===== config.mk =====
export PLATFORM = sky130hd
export DESIGN_NAME = lcd_char_driver_flat
export DESIGN_NICKNAME = d
export VERILOG_FILES = /design/src/rtl/lcd_char_driver_if.sv /design/src/rtl/lcd_char_driver.sv /design/src/flat_wrapper.sv
export SDC_FILE = /design/constraint.sdc
export NUM_CORES = 1
export LEC_CHECK = 0
export ABC_AREA = 1
export BUFFER_PORTS_ARGS = -buffer_cell sky130_fd_sc_hd__buf_2
export CORE_MARGIN = 1.5
export CORE_UTILIZATION = 50
export DETAILED_ROUTE_END_ITERATION = 10
export PLACE_DENSITY = 0.75
export SKIP_LAST_GASP = 1
export SLEW_MARGIN = 25
export SYNTH_ARGS = -nofsm -noshare
export SYNTH_HDL_FRONTEND = slang
export SYNTH_SLANG_ARGS = --single-unit

===== constraint.sdc =====
create_clock -name clk -period 2.7 [get_ports clk]
set_input_delay 0.675 -clock clk [delete_from_list [all_inputs] [get_ports clk]]
set_output_delay 0.675 -clock clk [all_outputs]
set_load 0.005 [all_outputs]

===== src/rtl/lcd_char_driver_if.sv =====
// Signals shared by the LCD character driver, its upstream character source and the LCD pins.
// The master side is the driver; the slave side supplies char_in and observes the LCD bus.
interface lcd_char_driver_if;
  logic [4:0] index;
  logic [7:0] char_in;
  logic       lcd_e;
  logic       lcd_rs;
  logic       lcd_rw;
  logic [7:0] lcd_data;

  modport master (output index, lcd_e, lcd_rs, lcd_rw, lcd_data, input char_in);
  modport slave  (input index, lcd_e, lcd_rs, lcd_rw, lcd_data, output char_in);
endinterface


===== src/rtl/lcd_char_driver.sv =====
// HD44780 16x2 character LCD driver: one-shot init sequence after reset, then refreshes
// 32 characters fetched by index from upstream, with all bus timing built from cycle counters.
module lcd_char_driver #(
  parameter int unsigned T_PWR = 750000,
  parameter int unsigned T_CMD = 2000,
  parameter int unsigned T_CLR = 82000,
  parameter int unsigned T_SU  = 2,
  parameter int unsigned T_EN  = 12
) (
  input  logic              clk,
  input  logic              rst,
  lcd_char_driver_if.master bus,
  input  logic              refresh_en,
  output logic              init_done,
  output logic              frame_done
);

  localparam int unsigned TMax0 = (T_PWR > T_CLR) ? T_PWR : T_CLR;
  localparam int unsigned TMax1 = (TMax0 > T_CMD) ? TMax0 : T_CMD;
  localparam int unsigned TMax2 = (TMax1 > T_EN) ? TMax1 : T_EN;
  localparam int unsigned TMax  = (TMax2 > T_SU) ? TMax2 : T_SU;
  localparam int unsigned CntW  = $clog2(TMax + 1);

  typedef enum logic [2:0] {
    StPwrWait, StInit, StAddr1, StLoad, StChar, StAddr2, StFrameEnd, StIdle
  } st_e;

  typedef enum logic [1:0] {PhSetup, PhPulse, PhHold, PhWait} ph_e;

  st_e            st_q, st_d;
  ph_e            ph_q, ph_d;
  logic [CntW-1:0] cnt_q, cnt_d, lim;
  logic [1:0]     step_q, step_d;
  logic [4:0]     idx_q, idx_d;
  logic           rs_q, rs_d;
  logic [7:0]     data_q, data_d;
  logic           e_q, e_d;
  logic           init_q, init_d;
  logic           fd_q, fd_d;
  logic           in_xfer, is_clr, cnt_hit, xfer_done, start_cmd;
  logic [7:0]     cmd;

  function automatic logic [7:0] init_cmd(input logic [1:0] step);
    logic [7:0] c;
    case (step)
      2'd0:    c = 8'h38;
      2'd1:    c = 8'h0C;
      2'd2:    c = 8'h06;
      default: c = 8'h01;
    endcase
    return c;
  endfunction

  assign in_xfer   = st_q inside {StInit, StAddr1, StChar, StAddr2};
  assign is_clr    = (st_q == StInit) && (step_q == 2'd3);
  assign cnt_hit   = (cnt_q == lim);
  assign xfer_done = in_xfer && (ph_q == PhWait) && cnt_hit;

  always_comb begin
    lim = '0;
    case (ph_q)
      PhSetup: lim = CntW'(T_SU - 1);
      PhPulse: lim = CntW'(T_EN - 1);
      PhHold:  lim = CntW'(T_SU - 1);
      default: lim = is_clr ? CntW'(T_CLR - 1) : CntW'(T_CMD - 1);
    endcase
  end

  always_comb begin
    st_d      = st_q;
    ph_d      = ph_q;
    cnt_d     = cnt_q + CntW'(1);
    step_d    = step_q;
    idx_d     = idx_q;
    rs_d      = rs_q;
    data_d    = data_q;
    init_d    = init_q;
    start_cmd = 1'b0;
    cmd       = 8'h00;

    if (in_xfer && cnt_hit && (ph_q != PhWait)) begin
      ph_d  = ph_e'(ph_q + 2'd1);
      cnt_d = '0;
    end

    unique case (st_q)
      StPwrWait: begin
        if (cnt_q == CntW'(T_PWR - 1)) begin
          st_d      = StInit;
          step_d    = 2'd0;
          start_cmd = 1'b1;
          cmd       = init_cmd(2'd0);
        end
      end
      StInit: begin
        if (xfer_done) begin
          start_cmd = 1'b1;
          if (step_q == 2'd3) begin
            init_d = 1'b1;
            st_d   = StAddr1;
            cmd    = 8'h80;
          end else begin
            step_d = step_q + 2'd1;
            cmd    = init_cmd(step_q + 2'd1);
          end
        end
      end
      StAddr1: begin
        if (xfer_done) begin
          st_d  = StLoad;
          idx_d = 5'd0;
          cnt_d = '0;
        end
      end
      // Upstream answers one cycle after index moves, so char_in is valid in the 2nd cycle.
      StLoad: begin
        if (cnt_q == CntW'(1)) begin
          st_d   = StChar;
          rs_d   = 1'b1;
          data_d = bus.char_in;
          ph_d   = PhSetup;
          cnt_d  = '0;
        end
      end
      StChar: begin
        if (xfer_done) begin
          cnt_d = '0;
          if (idx_q == 5'd15) begin
            st_d      = StAddr2;
            start_cmd = 1'b1;
            cmd       = 8'hC0;
          end else if (idx_q == 5'd31) begin
            st_d = StFrameEnd;
          end else begin
            st_d  = StLoad;
            idx_d = idx_q + 5'd1;
          end
        end
      end
      StAddr2: begin
        if (xfer_done) begin
          st_d  = StLoad;
          idx_d = 5'd16;
          cnt_d = '0;
        end
      end
      StFrameEnd: begin
        cnt_d = '0;
        if (refresh_en) begin
          st_d      = StAddr1;
          start_cmd = 1'b1;
          cmd       = 8'h80;
        end else begin
          st_d = StIdle;
        end
      end
      StIdle: begin
        cnt_d = '0;
        if (refresh_en) begin
          st_d      = StAddr1;
          start_cmd = 1'b1;
          cmd       = 8'h80;
        end
      end
      default: st_d = StPwrWait;
    endcase

    // rs/data only ever change here or in StLoad, i.e. on entry to SETUP.
    if (start_cmd) begin
      rs_d   = 1'b0;
      data_d = cmd;
      ph_d   = PhSetup;
      cnt_d  = '0;
    end
  end

  assign e_d  = (st_d inside {StInit, StAddr1, StChar, StAddr2}) && (ph_d == PhPulse);
  assign fd_d = (st_d == StFrameEnd);

  always_ff @(posedge clk or negedge rst) begin
    if (!rst) begin
      st_q   <= StPwrWait;
      ph_q   <= PhSetup;
      cnt_q  <= '0;
      step_q <= 2'd0;
      idx_q  <= 5'd0;
      rs_q   <= 1'b0;
      data_q <= 8'h00;
      e_q    <= 1'b0;
      init_q <= 1'b0;
      fd_q   <= 1'b0;
    end else begin
      st_q   <= st_d;
      ph_q   <= ph_d;
      cnt_q  <= cnt_d;
      step_q <= step_d;
      idx_q  <= idx_d;
      rs_q   <= rs_d;
      data_q <= data_d;
      e_q    <= e_d;
      init_q <= init_d;
      fd_q   <= fd_d;
    end
  end

  assign bus.index    = idx_q;
  assign bus.lcd_e    = e_q;
  assign bus.lcd_rs   = rs_q;
  assign bus.lcd_rw   = 1'b0;
  assign bus.lcd_data = data_q;
  assign init_done    = init_q;
  assign frame_done   = fd_q;

endmodule


===== src/flat_wrapper.sv =====
// flat-port wrapper written by rule: the top's interface ports become plain ports
module lcd_char_driver_flat 
#(
  parameter int unsigned T_PWR = 750000,
  parameter int unsigned T_CMD = 2000,
  parameter int unsigned T_CLR = 82000,
  parameter int unsigned T_SU  = 2,
  parameter int unsigned T_EN  = 12
)
  (clk, rst, refresh_en, init_done, frame_done, bus_index, bus_lcd_e, bus_lcd_rs, bus_lcd_rw, bus_lcd_data, bus_char_in);
  lcd_char_driver_if bus_i ();
  input  logic clk;
  input  logic rst;
  input  logic refresh_en;
  output logic init_done;
  output logic frame_done;
  output wire logic [$bits(bus_i.index)-1:0] bus_index;
  output wire logic [$bits(bus_i.lcd_e)-1:0] bus_lcd_e;
  output wire logic [$bits(bus_i.lcd_rs)-1:0] bus_lcd_rs;
  output wire logic [$bits(bus_i.lcd_rw)-1:0] bus_lcd_rw;
  output wire logic [$bits(bus_i.lcd_data)-1:0] bus_lcd_data;
  input wire logic [$bits(bus_i.char_in)-1:0] bus_char_in;
  assign bus_index = bus_i.index;
  assign bus_lcd_e = bus_i.lcd_e;
  assign bus_lcd_rs = bus_i.lcd_rs;
  assign bus_lcd_rw = bus_i.lcd_rw;
  assign bus_lcd_data = bus_i.lcd_data;
  assign bus_i.char_in = bus_char_in;
  lcd_char_driver #(.T_PWR(T_PWR), .T_CMD(T_CMD), .T_CLR(T_CLR), .T_SU(T_SU), .T_EN(T_EN)) u_core (.clk(clk), .rst(rst), .bus(bus_i), .refresh_en(refresh_en), .init_done(init_done), .frame_done(frame_done));
endmodule

==> impl_results.md <==
- Initial DRC Count: 131
- Placed Area: 3200 um2
- GRT Util Overall: 0.226
- RSZ-0062 raised after global routing: true
- Max Clock Freq: 402 MHz
- Slew at the pin with the worst max-slew slack: 0.511 ns
- Clock Skew: 0.00885 ns
- Average cell area after synthesis: 7.53 um2
- Period utilisation layout: 0.922
- Total number of H-tree levels: 2
- Post-Route WL: 6600 um
- Design Area, Final: 3320 um2
- Vias: 2650
- FFs w/ async S/R, synth: 1.00
- Syn Inst Count: 399
- Largest net degree at the start of global routing: 24
- Syn Std Cell Area: 3000 um2
- Placed cells: 497
- Via density: 5.23
- Post-synth EDFFs: 0
- HP Class: input pin to async pin
- Biggest area consumer among synthesized cells: dfrtp_1
- Sinks on Clock Net: 44
- Area of the die: 6480 um2
- Worst Path Max Fanout: 9
- IO Count: 29
- Critical Path Source Type: flip-flop
- Cells on worst reg2reg path: 15
- Power per cell area: 327 nW/um2
- Initial antenna violation count: 0
- Remaining global-route overflow: 0
- I/O Buffers: 27
- Drt first pass iters: 4
- Required @ worst endpoint: 2.88 ns
- Clock slew at reported path FFs: 0.09 ns
- Vias in the first global route: 2539
- # rows: 28
- Total power: 0.00108 W
- Initial core utilization: 0.513
- Num CTS Buffers: 5
- Minimum clock period: 2.49 ns
- Syn_nets: 422
- Area contributors post-synth: dfrtp_1, nand2_1, inv_1
- Chip height: 80.5 um
- Residual DRC count: 0
- Seq/Total Area, Yosys: 0.367
- Root buf cell: clkbuf_8
- Synth warnings: 0
- Setup violators final: 0
- Max Cap Viol: 0
- Die Wd: 80.5 um
- First-pass GRT wire length: 11400 um
- Routability cong.: 0.935
- DP Wirelength: 5090 um
- Kind of critical path: flip-flop to flip-flop
- Wirelength per Cell: 13.0 um
- Crit path cell chain: ha_2, nor2_1, nor2_1, nand2_1, nor2_1, nand3_1, nor2_2, nand3_4, nor2_4, nand3_4, nand2_4, nor2_8, nand3_4, buf_4, nor2_1
- CTS tree: built
- Layout cells sized above 1: 0.213
- Clk_lat worst skew: 0.30 ns
- Fill count: 563
- Slowest stage delay, CP: 0.44 ns
- Area Growth Syn to Fin: 10.4%
- Nets: 455
- Synthesized flop and latch total: 44
- Max-slew violation count: 0
- Slowest cell on the critical path: dfrtp_1
- Lkg Pwr: 1.59 nW
- Top-area cell type share of the netlist area: 0.367
- Critical Path End Type: flip-flop
- Predominant post-synthesis flop cell: dfrtp_1
- Layout Cells excl Fill: 507
- Inserted Diodes: 0
- Fin. Hold Viols: 0
- Synth cell types: 39
- WP data arrival: 2.67 ns
- Crit path top cell by count: nor2_1
- Core Area: 5850 um2
- Outcome: complete, no violations
- CTS Buffer Depth: 2
- Worst IR drop on VDD: 187 uV
- Relative slew slack: 0.660
- Antenna Nets Post-Route: 0
stage by stage:
stage	TNS [ns]	worst slack [ns]	utilization	hold WS, ns
floorplan	0	0.510	-	0.379
global placement	0	0.257	0.546	0.457
detailed placement	0	0.144	0.546	0.465
CTS	0	0.130	0.559	0.347
global route	-0.0226	-0.0226	0.567	0.378
finish	0	0.211	0.567	0.333
synth_stat cells (4+ instances only):
cell type and number:
a21oi_1 8, buf_4 4, dfrtp_1 44, ha_1 12, inv_1 51, inv_2 12, nand2_1 79, nand2_2 5
nand3_1 31, nand4_1 14, nor2_1 49, nor2_2 19, nor3_1 12, o21ai_0 10, xor2_1 11
critical path: cells and delay by family (launching register included):
family | cells | cell delay, ns
fa+ha+maj | 1 | 0.33
buf+inv | 1 | 0.16
flops | 1 | 0.44
simple gates | 13 | 1.44
layer usage:
layer / track usage / share of wire / up-vias / wire length, um
met4: 0.0621 / 0.013 / 0 / 87
met5: 0 / 0 / - / 0
met1: 0.293 / 0.47 / 1241 / 3070
met2: 0.382 / 0.48 / 64 / 3150
li1: - / - / 1336 / -
met3: 0.0420 / 0.043 / 9 / 283
worst paths after layout:
kind / slack, ns / endpoint / start
max: 0.21 / u_core.cnt_q[0] / u_core.ph_q[0]
min: 0.33 / u_core.bus.index[1] / rst
max reg2reg: 0.21 / u_core.cnt_q[0] / u_core.ph_q[0]
min reg2reg: 0.48 / u_core.bus.lcd_data[2] / u_core.bus.lcd_data[2]
max in group asynchronous: 1.67 / u_core.bus.lcd_data[4] / rst
min in group clk: 0.48 / u_core.bus.lcd_data[2] / u_core.bus.lcd_data[2]
layout make-up:
class                      instances  area [um2]  area share
clock inverter                     1        5.00     0.00151
sequential                        44        1100       0.332
timing repair buffer              31         178      0.0536
tap                               75        93.8      0.0283
multi-input combinational        287        1630       0.491
inverter                          63         236      0.0713
clock buffer                       6        72.6      0.0219
flip-flops by register name, indices dropped and copies added, names as in the netlist:
register             cells
u_core.bus.lcd_e         1
u_core.st_q              3
u_core.init_done         1
u_core.cnt_q            20
u_core.step_q            2
u_core.frame_done        1
u_core.bus.index         5
u_core.ph_q              2
u_core.bus.lcd_rs        1
u_core.bus.lcd_data      8
where the power goes:
| group | internal [W] | switching (W) |
|---|---|---|
| registers | 0.000658 | 0 |
| logic | 0.00000768 | 0.0000172 |
| clock network | 0.000176 | 0.000224 |
repair_timing:
action,CTS,global route
setup endpoints to repair,0,31
gates resized for setup,0,2
buffers inserted,0,3
hold buffers,0,0
cell families after synthesis:
logic type / synth area share
AOI/OAI and AO/OA: 0.0579
xor gates and xnor gates: 0.0379
adders and majority gates: 0.0500
buffers and inverters: 0.0937
DFF: 0.367
other: 0.00125
and+or+nand+nor: 0.393
placed cells by master, fill, tap and decap left out, types with 3 or more instances in the layout:
master,Yosys,layout
a21oi_1,8,8
buf_2,0,27
buf_4,4,3
clkbuf_8,0,5
dfrtp_1,44,44
ha_1,12,11
inv_1,51,51
inv_2,12,12
nand2_1,79,79
nand2_2,5,5
nand3_1,31,30
nand3_4,3,3
nand4_1,14,14
nor2_1,49,49
nor2_2,19,19
nor2_4,3,3
nor3_1,12,12
nor4_1,3,3
o21ai_0,10,10
o21ai_1,3,3
xor2_1,11,11
Power figures use the tool's default switching activity.
